[src/rtl/rv32i_hazard_ctrl_pkg.sv]
// rtl/rv32i_hazard_ctrl_pkg.sv - shared types and constants for the RV32I hazard controller
package rv32i_hazard_ctrl_pkg;

   // Width of the register index held in the scoreboard (RV32I has 32 GPRs).
   localparam int HZ_RD_W = 5;

   // EX operand source selects.
   localparam logic [1:0] FWD_SEL_RF    = 2'b00;
   localparam logic [1:0] FWD_SEL_EXMEM = 2'b01;
   localparam logic [1:0] FWD_SEL_MEMWB = 2'b10;

   typedef enum logic [1:0] {
      HZ_RUN      = 2'b00,
      HZ_LD_STALL = 2'b01,
      HZ_MEM_WAIT = 2'b10
   } hz_state_t;

   // One in-flight instruction as seen by the hazard logic.
   typedef struct packed {
      logic               v;
      logic [HZ_RD_W-1:0] rd;
      logic               we;
      logic               ld;
   } sb_entry_t;

   localparam sb_entry_t SB_EMPTY = '0;

   // A slot produces a register value only if it is valid, writes, and does not target x0.
   function automatic logic sb_is_writer(input sb_entry_t e);
      return e.v & e.we & (e.rd != '0);
   endfunction

endpackage

[src/rtl/rv32i_fwd_match.sv]
// rtl/rv32i_fwd_match.sv - source-register versus scoreboard comparator
module rv32i_fwd_match
   import rv32i_hazard_ctrl_pkg::*;
#(
   parameter int REG_AW = 5
) (
   input  logic [REG_AW-1:0] rs_i,
   input  logic              use_i,
   input  sb_entry_t         ex_i,
   input  sb_entry_t         mem_i,
   output logic              load_hit_o,
   output logic [1:0]        sel_o
);

   logic [HZ_RD_W-1:0] rs_w;
   logic               ex_hit;
   logic               mem_hit;

   // Youngest producer wins; x0 never matches because writers never carry rd 0.
   always_comb begin
      rs_w       = HZ_RD_W'(rs_i);
      ex_hit     = use_i & sb_is_writer(ex_i)  & (ex_i.rd  == rs_w);
      mem_hit    = use_i & sb_is_writer(mem_i) & (mem_i.rd == rs_w);
      load_hit_o = ex_hit & ex_i.ld;
      if (ex_hit) begin
         sel_o = FWD_SEL_EXMEM;
      end else if (mem_hit) begin
         sel_o = FWD_SEL_MEMWB;
      end else begin
         sel_o = FWD_SEL_RF;
      end
   end

endmodule

[src/rtl/rv32i_hazard_ctrl.sv]
// rtl/rv32i_hazard_ctrl.sv - RV32I stall/flush/bypass sequencer (perf counters under HAZARD_PERF_CNT_EN)
module rv32i_hazard_ctrl
   import rv32i_hazard_ctrl_pkg::*;
#(
   parameter int REG_AW     = 5,
   parameter int PERF_CNT_W = 32
) (
   input  logic              clk_i,
   input  logic              resetn_i,
   input  logic              id_valid_i,
   input  logic [REG_AW-1:0] id_rs1_i,
   input  logic [REG_AW-1:0] id_rs2_i,
   input  logic              id_use_rs1_i,
   input  logic              id_use_rs2_i,
   input  logic [REG_AW-1:0] id_rd_i,
   input  logic              id_we_i,
   input  logic              id_is_load_i,
   input  logic              ex_redirect_i,
   input  logic              dmem_req_i,
   input  logic              dmem_ready_i,
   output logic              stall_if_o,
   output logic              stall_id_o,
   output logic              freeze_o,
   output logic              flush_if_id_o,
   output logic              flush_id_ex_o,
   output logic [1:0]        fwd_rs1_sel_o,
   output logic [1:0]        fwd_rs2_sel_o
`ifdef HAZARD_PERF_CNT_EN
   ,
   output logic [PERF_CNT_W-1:0] stall_cnt_o,
   output logic [PERF_CNT_W-1:0] flush_cnt_o,
   output logic [PERF_CNT_W-1:0] wait_cnt_o
`endif
);

   sb_entry_t  ex_q, ex_d;
   sb_entry_t  mem_q, mem_d;
   sb_entry_t  id_entry;
   logic [1:0] fwd1_q, fwd1_d;
   logic [1:0] fwd2_q, fwd2_d;
   hz_state_t  state_q, state_d;

   logic [1:0] sel1, sel2;
   logic       ld_hit1, ld_hit2;
   logic       frozen;
   logic       redirect;
   logic       load_use;
   logic       bubble;

   rv32i_fwd_match #(.REG_AW(REG_AW)) u_match_rs1 (
      .rs_i       (id_rs1_i),
      .use_i      (id_use_rs1_i),
      .ex_i       (ex_q),
      .mem_i      (mem_q),
      .load_hit_o (ld_hit1),
      .sel_o      (sel1)
   );

   rv32i_fwd_match #(.REG_AW(REG_AW)) u_match_rs2 (
      .rs_i       (id_rs2_i),
      .use_i      (id_use_rs2_i),
      .ex_i       (ex_q),
      .mem_i      (mem_q),
      .load_hit_o (ld_hit2),
      .sel_o      (sel2)
   );

   // Hazard classification in priority order: memory wait, redirect, load-use.
   always_comb begin
      frozen   = dmem_req_i & ~dmem_ready_i;
      redirect = ~frozen & ex_redirect_i;
      load_use = ~frozen & ~redirect & id_valid_i & (ld_hit1 | ld_hit2);
      bubble   = redirect | load_use;
   end

   // Pipeline control outputs; held low while reset is asserted so they drop asynchronously.
   always_comb begin
      stall_if_o    = resetn_i & (frozen | load_use);
      stall_id_o    = resetn_i & (frozen | load_use);
      freeze_o      = resetn_i & frozen;
      flush_if_id_o = resetn_i & redirect;
      flush_id_ex_o = resetn_i & bubble;
      fwd_rs1_sel_o = fwd1_q;
      fwd_rs2_sel_o = fwd2_q;
   end

   // Scoreboard and bypass-select advance; everything holds while the data memory is busy.
   always_comb begin
      ex_d     = ex_q;
      mem_d    = mem_q;
      fwd1_d   = fwd1_q;
      fwd2_d   = fwd2_q;
      id_entry = '{v: id_valid_i, rd: HZ_RD_W'(id_rd_i), we: id_we_i, ld: id_is_load_i};
      if (!frozen) begin
         mem_d = ex_q;
         if (bubble || !id_valid_i) begin
            ex_d   = SB_EMPTY;
            fwd1_d = FWD_SEL_RF;
            fwd2_d = FWD_SEL_RF;
         end else begin
            ex_d   = id_entry;
            fwd1_d = sel1;
            fwd2_d = sel2;
         end
      end
   end

   // Sequencer state: tracks whether the pipe is running, bubbling a load, or waiting on memory.
   always_comb begin
      state_d = state_q;
      unique case (state_q)
         HZ_RUN: begin
            if (frozen) begin
               state_d = HZ_MEM_WAIT;
            end else if (load_use) begin
               state_d = HZ_LD_STALL;
            end
         end
         HZ_LD_STALL: begin
            state_d = frozen ? HZ_MEM_WAIT : HZ_RUN;
         end
         HZ_MEM_WAIT: begin
            if (dmem_ready_i) begin
               state_d = HZ_RUN;
            end
         end
         default: state_d = HZ_RUN;
      endcase
   end

   // State registers.
   always_ff @(posedge clk_i or negedge resetn_i) begin
      if (!resetn_i) begin
         ex_q    <= SB_EMPTY;
         mem_q   <= SB_EMPTY;
         fwd1_q  <= FWD_SEL_RF;
         fwd2_q  <= FWD_SEL_RF;
         state_q <= HZ_RUN;
      end else begin
         ex_q    <= ex_d;
         mem_q   <= mem_d;
         fwd1_q  <= fwd1_d;
         fwd2_q  <= fwd2_d;
         state_q <= state_d;
      end
   end

`ifdef HAZARD_PERF_CNT_EN
   logic [PERF_CNT_W-1:0] stall_cnt_q, stall_cnt_d;
   logic [PERF_CNT_W-1:0] flush_cnt_q, flush_cnt_d;
   logic [PERF_CNT_W-1:0] wait_cnt_q, wait_cnt_d;

   // Event counters; they wrap through zero on overflow.
   always_comb begin
      stall_cnt_d = stall_cnt_q + PERF_CNT_W'(load_use);
      flush_cnt_d = flush_cnt_q + PERF_CNT_W'(redirect);
      wait_cnt_d  = wait_cnt_q  + PERF_CNT_W'(frozen);
      stall_cnt_o = stall_cnt_q;
      flush_cnt_o = flush_cnt_q;
      wait_cnt_o  = wait_cnt_q;
   end

   // Counter registers.
   always_ff @(posedge clk_i or negedge resetn_i) begin
      if (!resetn_i) begin
         stall_cnt_q <= '0;
         flush_cnt_q <= '0;
         wait_cnt_q  <= '0;
      end else begin
         stall_cnt_q <= stall_cnt_d;
         flush_cnt_q <= flush_cnt_d;
         wait_cnt_q  <= wait_cnt_d;
      end
   end
`else
   if (PERF_CNT_W < 1) begin : g_no_perf_cnt
   end
`endif

endmodule

[config.mk]
export PLATFORM = sky130hd
export DESIGN_NAME = rv32i_hazard_ctrl
export DESIGN_NICKNAME = d
export VERILOG_FILES = /design/src/rtl/rv32i_hazard_ctrl_pkg.sv /design/src/rtl/rv32i_fwd_match.sv /design/src/rtl/rv32i_hazard_ctrl.sv
export SDC_FILE = /design/constraint.sdc
export NUM_CORES = 1
export LEC_CHECK = 0
export CORE_ASPECT_RATIO = 0.9
export CORE_UTILIZATION = 40
export CTS_CLUSTER_SIZE = 40
export DETAILED_ROUTE_END_ITERATION = 16
export DONT_BUFFER_PORTS = 1
export GPL_ROUTABILITY_DRIVEN = 0
export SLEW_MARGIN = 40
export SYNTH_ARGS = -nofsm -noshare
export SYNTH_HDL_FRONTEND = slang
export SYNTH_SLANG_ARGS = --single-unit
export TNS_END_PERCENT = 1
[constraint.sdc]
create_clock -name clk_i -period 4 [get_ports clk_i]
set_clock_uncertainty 0.15 [all_clocks]
set_input_delay 0.4 -clock clk_i [delete_from_list [all_inputs] [get_ports clk_i]]
set_output_delay 0.4 -clock clk_i [all_outputs]
set_load 0.01 [all_outputs]
==> impl_metrics.json <==
{
  "yosys.area.top_type_share": 0.432,
  "async_flop_share": 1.00,
  "worstPathRequired_ps": 3450,
  "grt-ovfl-total": 0,
  "via_per_inst": 6.02,
  "post-route-period-util": 0.671,
  "critical_path.startpoint_type": "register",
  "io_buffers": 0,
  "yosysWarningCount": 0,
  "holdWs_ps": 109,
  "synth-edff-count": 0,
  "p_leak_nw": 0.531,
  "yosysUniqueCellTypes": 31,
  "maxCapViolCount": 0,
  "diodes": 0,
  "final_nets": 135,
  "cts_resized": 0,
  "drv_slew": 0,
  "crit_path_end_kind": "output port",
  "syn-num-nets": 132,
  "fmax_ghz": 0.373,
  "fillers": 255,
  "drt_pre_antenna_iters": 10,
  "utilization": 0.457,
  "slew-limit-headroom": 0.636,
  "crit_chain": "xor2_1 -> nor4_2 -> and3_1 -> o211ai_4 -> o31ai_2",
  "p_clk_frac": 0.268,
  "post_cts_buffers": 0,
  "power_density_nw_per_um2": 311,
  "cts_buffer_depth": 2,
  "dr_total_vias": 825,
  "synth-seq-area-share": 0.432,
  "multi_input_area_um2": 602,
  "critPathArrivalTime_ps": 2130,
  "ys.flop_type": "dfrtp_1",
  "finalHoldViolations": 0,
  "violations": "DRC",
  "cp_max_fo": 10,
  "setup_viol": 0,
  "grt_max_degree": 22,
  "min_path_type": "in -> reg",
  "cts_tree": "done",
  "synth.ff_latch_count": 19,
  "seqCellArea_um2": 475,
  "worstSetupPathType": "reg -> out",
  "p_sw_uw": 96.4,
  "dp_cells": 131,
  "clkTransAtPathRegs_ps": 100,
  "syn_area_per_cell_um2": 10.3,
  "drt_iter0_drc": 22,
  "p_comb_frac": 0.141,
  "fp.dieW_um": 57.3,
  "cp_slowest_stage_delay_ps": 480,
  "pre_cts_slack_ps": 1670,
  "antenna_found_initial": 0,
  "syn_to_final_growth_pct": 5.23,
  "fin_crit_ps": 2680,
  "cts_inserted_buffers": 3,
  "grt_usage": 0.186,
  "critPathSlowestCell": "o31ai_2",
  "ys_top_cells_by_count": "25 x nand2_1, 19 x dfrtp_1, 12 x xor2_1",
  "dieArea_um2": 2960,
  "rsz0062_at_grt": "no",
  "fin_cells": 137,
  "clock_latency_ps": 290,
  "cp_top_family": "compound AO/OA/AOI/OAI gates",
  "finalWorstSetupSlack_ps": 1320,
  "die_h_um": 51.7,
  "rows": 17,
  "peakVddDrop_mv": 0.201,
  "path_buf_inv": 0,
  "tightest_slew_ps": 544,
  "start_util": 0.435,
  "ant_nets": 0,
  "synth.most_common_cell": "nand2_1",
  "p_sw_frac": 0.268,
  "cts.sinks": 19,
  "yosysTopAreaCell": "dfrtp_1",
  "setup_tns_ps": 0,
  "synth_cells": 107,
  "drt-total-wl_um": 2470,
  "drc": 4,
  "seq_power_share": 0.591,
  "p_int_uw": 264,
  "core_area_um2": 2530,
  "htree_levels": 1,
  "boundaryPins": 34,
  "syn_area_um2": 1100,
  "synthTopCellsByArea": "dfrtp_1 43%, xor2_1 9.6%, nand2_1 8.5%",
  "grt_pass1_vias": 835,
  "cts-root-buf": "clkbuf_4",
  "dp_hpwl_um": 1820,
  "status": "finished, violations left",
  "drive_above_1_share": 0.101,
  "wl_per_cell_um": 18.0,
  "grt_pass1_wl_um": 4110
}
## layer usage
metal / routed length (um) / global-route usage / vias to the layer above
li1: - / - / 391
met1: 1110 / 0.226 / 405
met2: 1180 / 0.304 / 27
met3: 169 / 0.0796 / 2
met4: 13 / 0.0447 / 0
met5: 0 / 0 / -
## power by group through the flow
stage                     sequential (mW)  combinational (mW)  clock [mW]
after global routing                0.214              0.0562       0.112
after CTS                           0.213              0.0510      0.0986
after detailed placement            0.217              0.0462           0
final                               0.213              0.0506      0.0964
after floorplan                     0.214              0.0407           0
after global placement              0.216              0.0452           0
## cells in the final DEF (no fill, tap or decap), types with 2 or more instances in the layout
master    instances
clkbuf_4          3
dfrtp_1          19
and3_1            2
a21o_1            2
nor2_1            2
xnor2_1           8
nand2_1          25
a22o_1            3
nor4_1            2
xor2_1           12
a32o_1            7
nand3_1           3
## layout make-up
cell class | count | area share
clock buffers | 4 | 0.0227
repair buffers | 2 | 0.0130
flip-flops and latches | 19 | 0.411
well taps | 28 | 0.0303
multi-input cells | 83 | 0.520
inverters | 1 | 0.00324
## state kept, by name (all words and copies together), names as in the netlist
signal         flops
ex_q               8
fwd_rs1_sel_o      2
fwd_rs2_sel_o      2
mem_q              7
## stage by stage
| step | total power, mW | cell area, um2 |
|---|---|---|
| after floorplan | 0.254 | 1100 |
| after global placement | 0.262 | 1120 |
| after detailed placement | 0.263 | 1120 |
| after CTS | 0.362 | 1150 |
| after global routing | 0.382 | 1160 |
| final | 0.360 | 1160 |
## path summary, 6_finish.rpt
path	startpoint	to	slack, ps	cells after the start
max	ex_q[5]	stall_id_o	1320	5
min	id_we_i	ex_q[1]	110	1
max reg2reg	ex_q[5]	ex_q[2]	2100	5
min reg2reg	mem_q[1]	mem_q[1]	350	2
max in group asynchronous	resetn_i	ex_q[7]	2970	2
min in group asynchronous	resetn_i	mem_q[4]	430	2
## logic make-up (layout without fill, tap and decap cells)
logic type / after synthesis / count (layout) / share of synthesized area
xor gates and xnor gates: 20 / 20 / 0.159
DFF: 19 / 19 / 0.432
and+or+nand+nor: 44 / 44 / 0.220
AOI/OAI and AO/OA: 19 / 19 / 0.168
buffers and inverters: 5 / 7 / 0.0205
## timing repair
action	4_1_cts	5_1_grt
hold buffers	1	1
endpoints found under the setup margin	0	0
endpoints found under the hold margin	19	19
## worst register-to-register path: cells and delay by family (launching register included)
family,cells,cell delay [ps]
flops,1,460
compound gates,2,460
simple gates,2,570
xor+xnor,1,170
No activity file was read; power rests on OpenSTA's default activity.
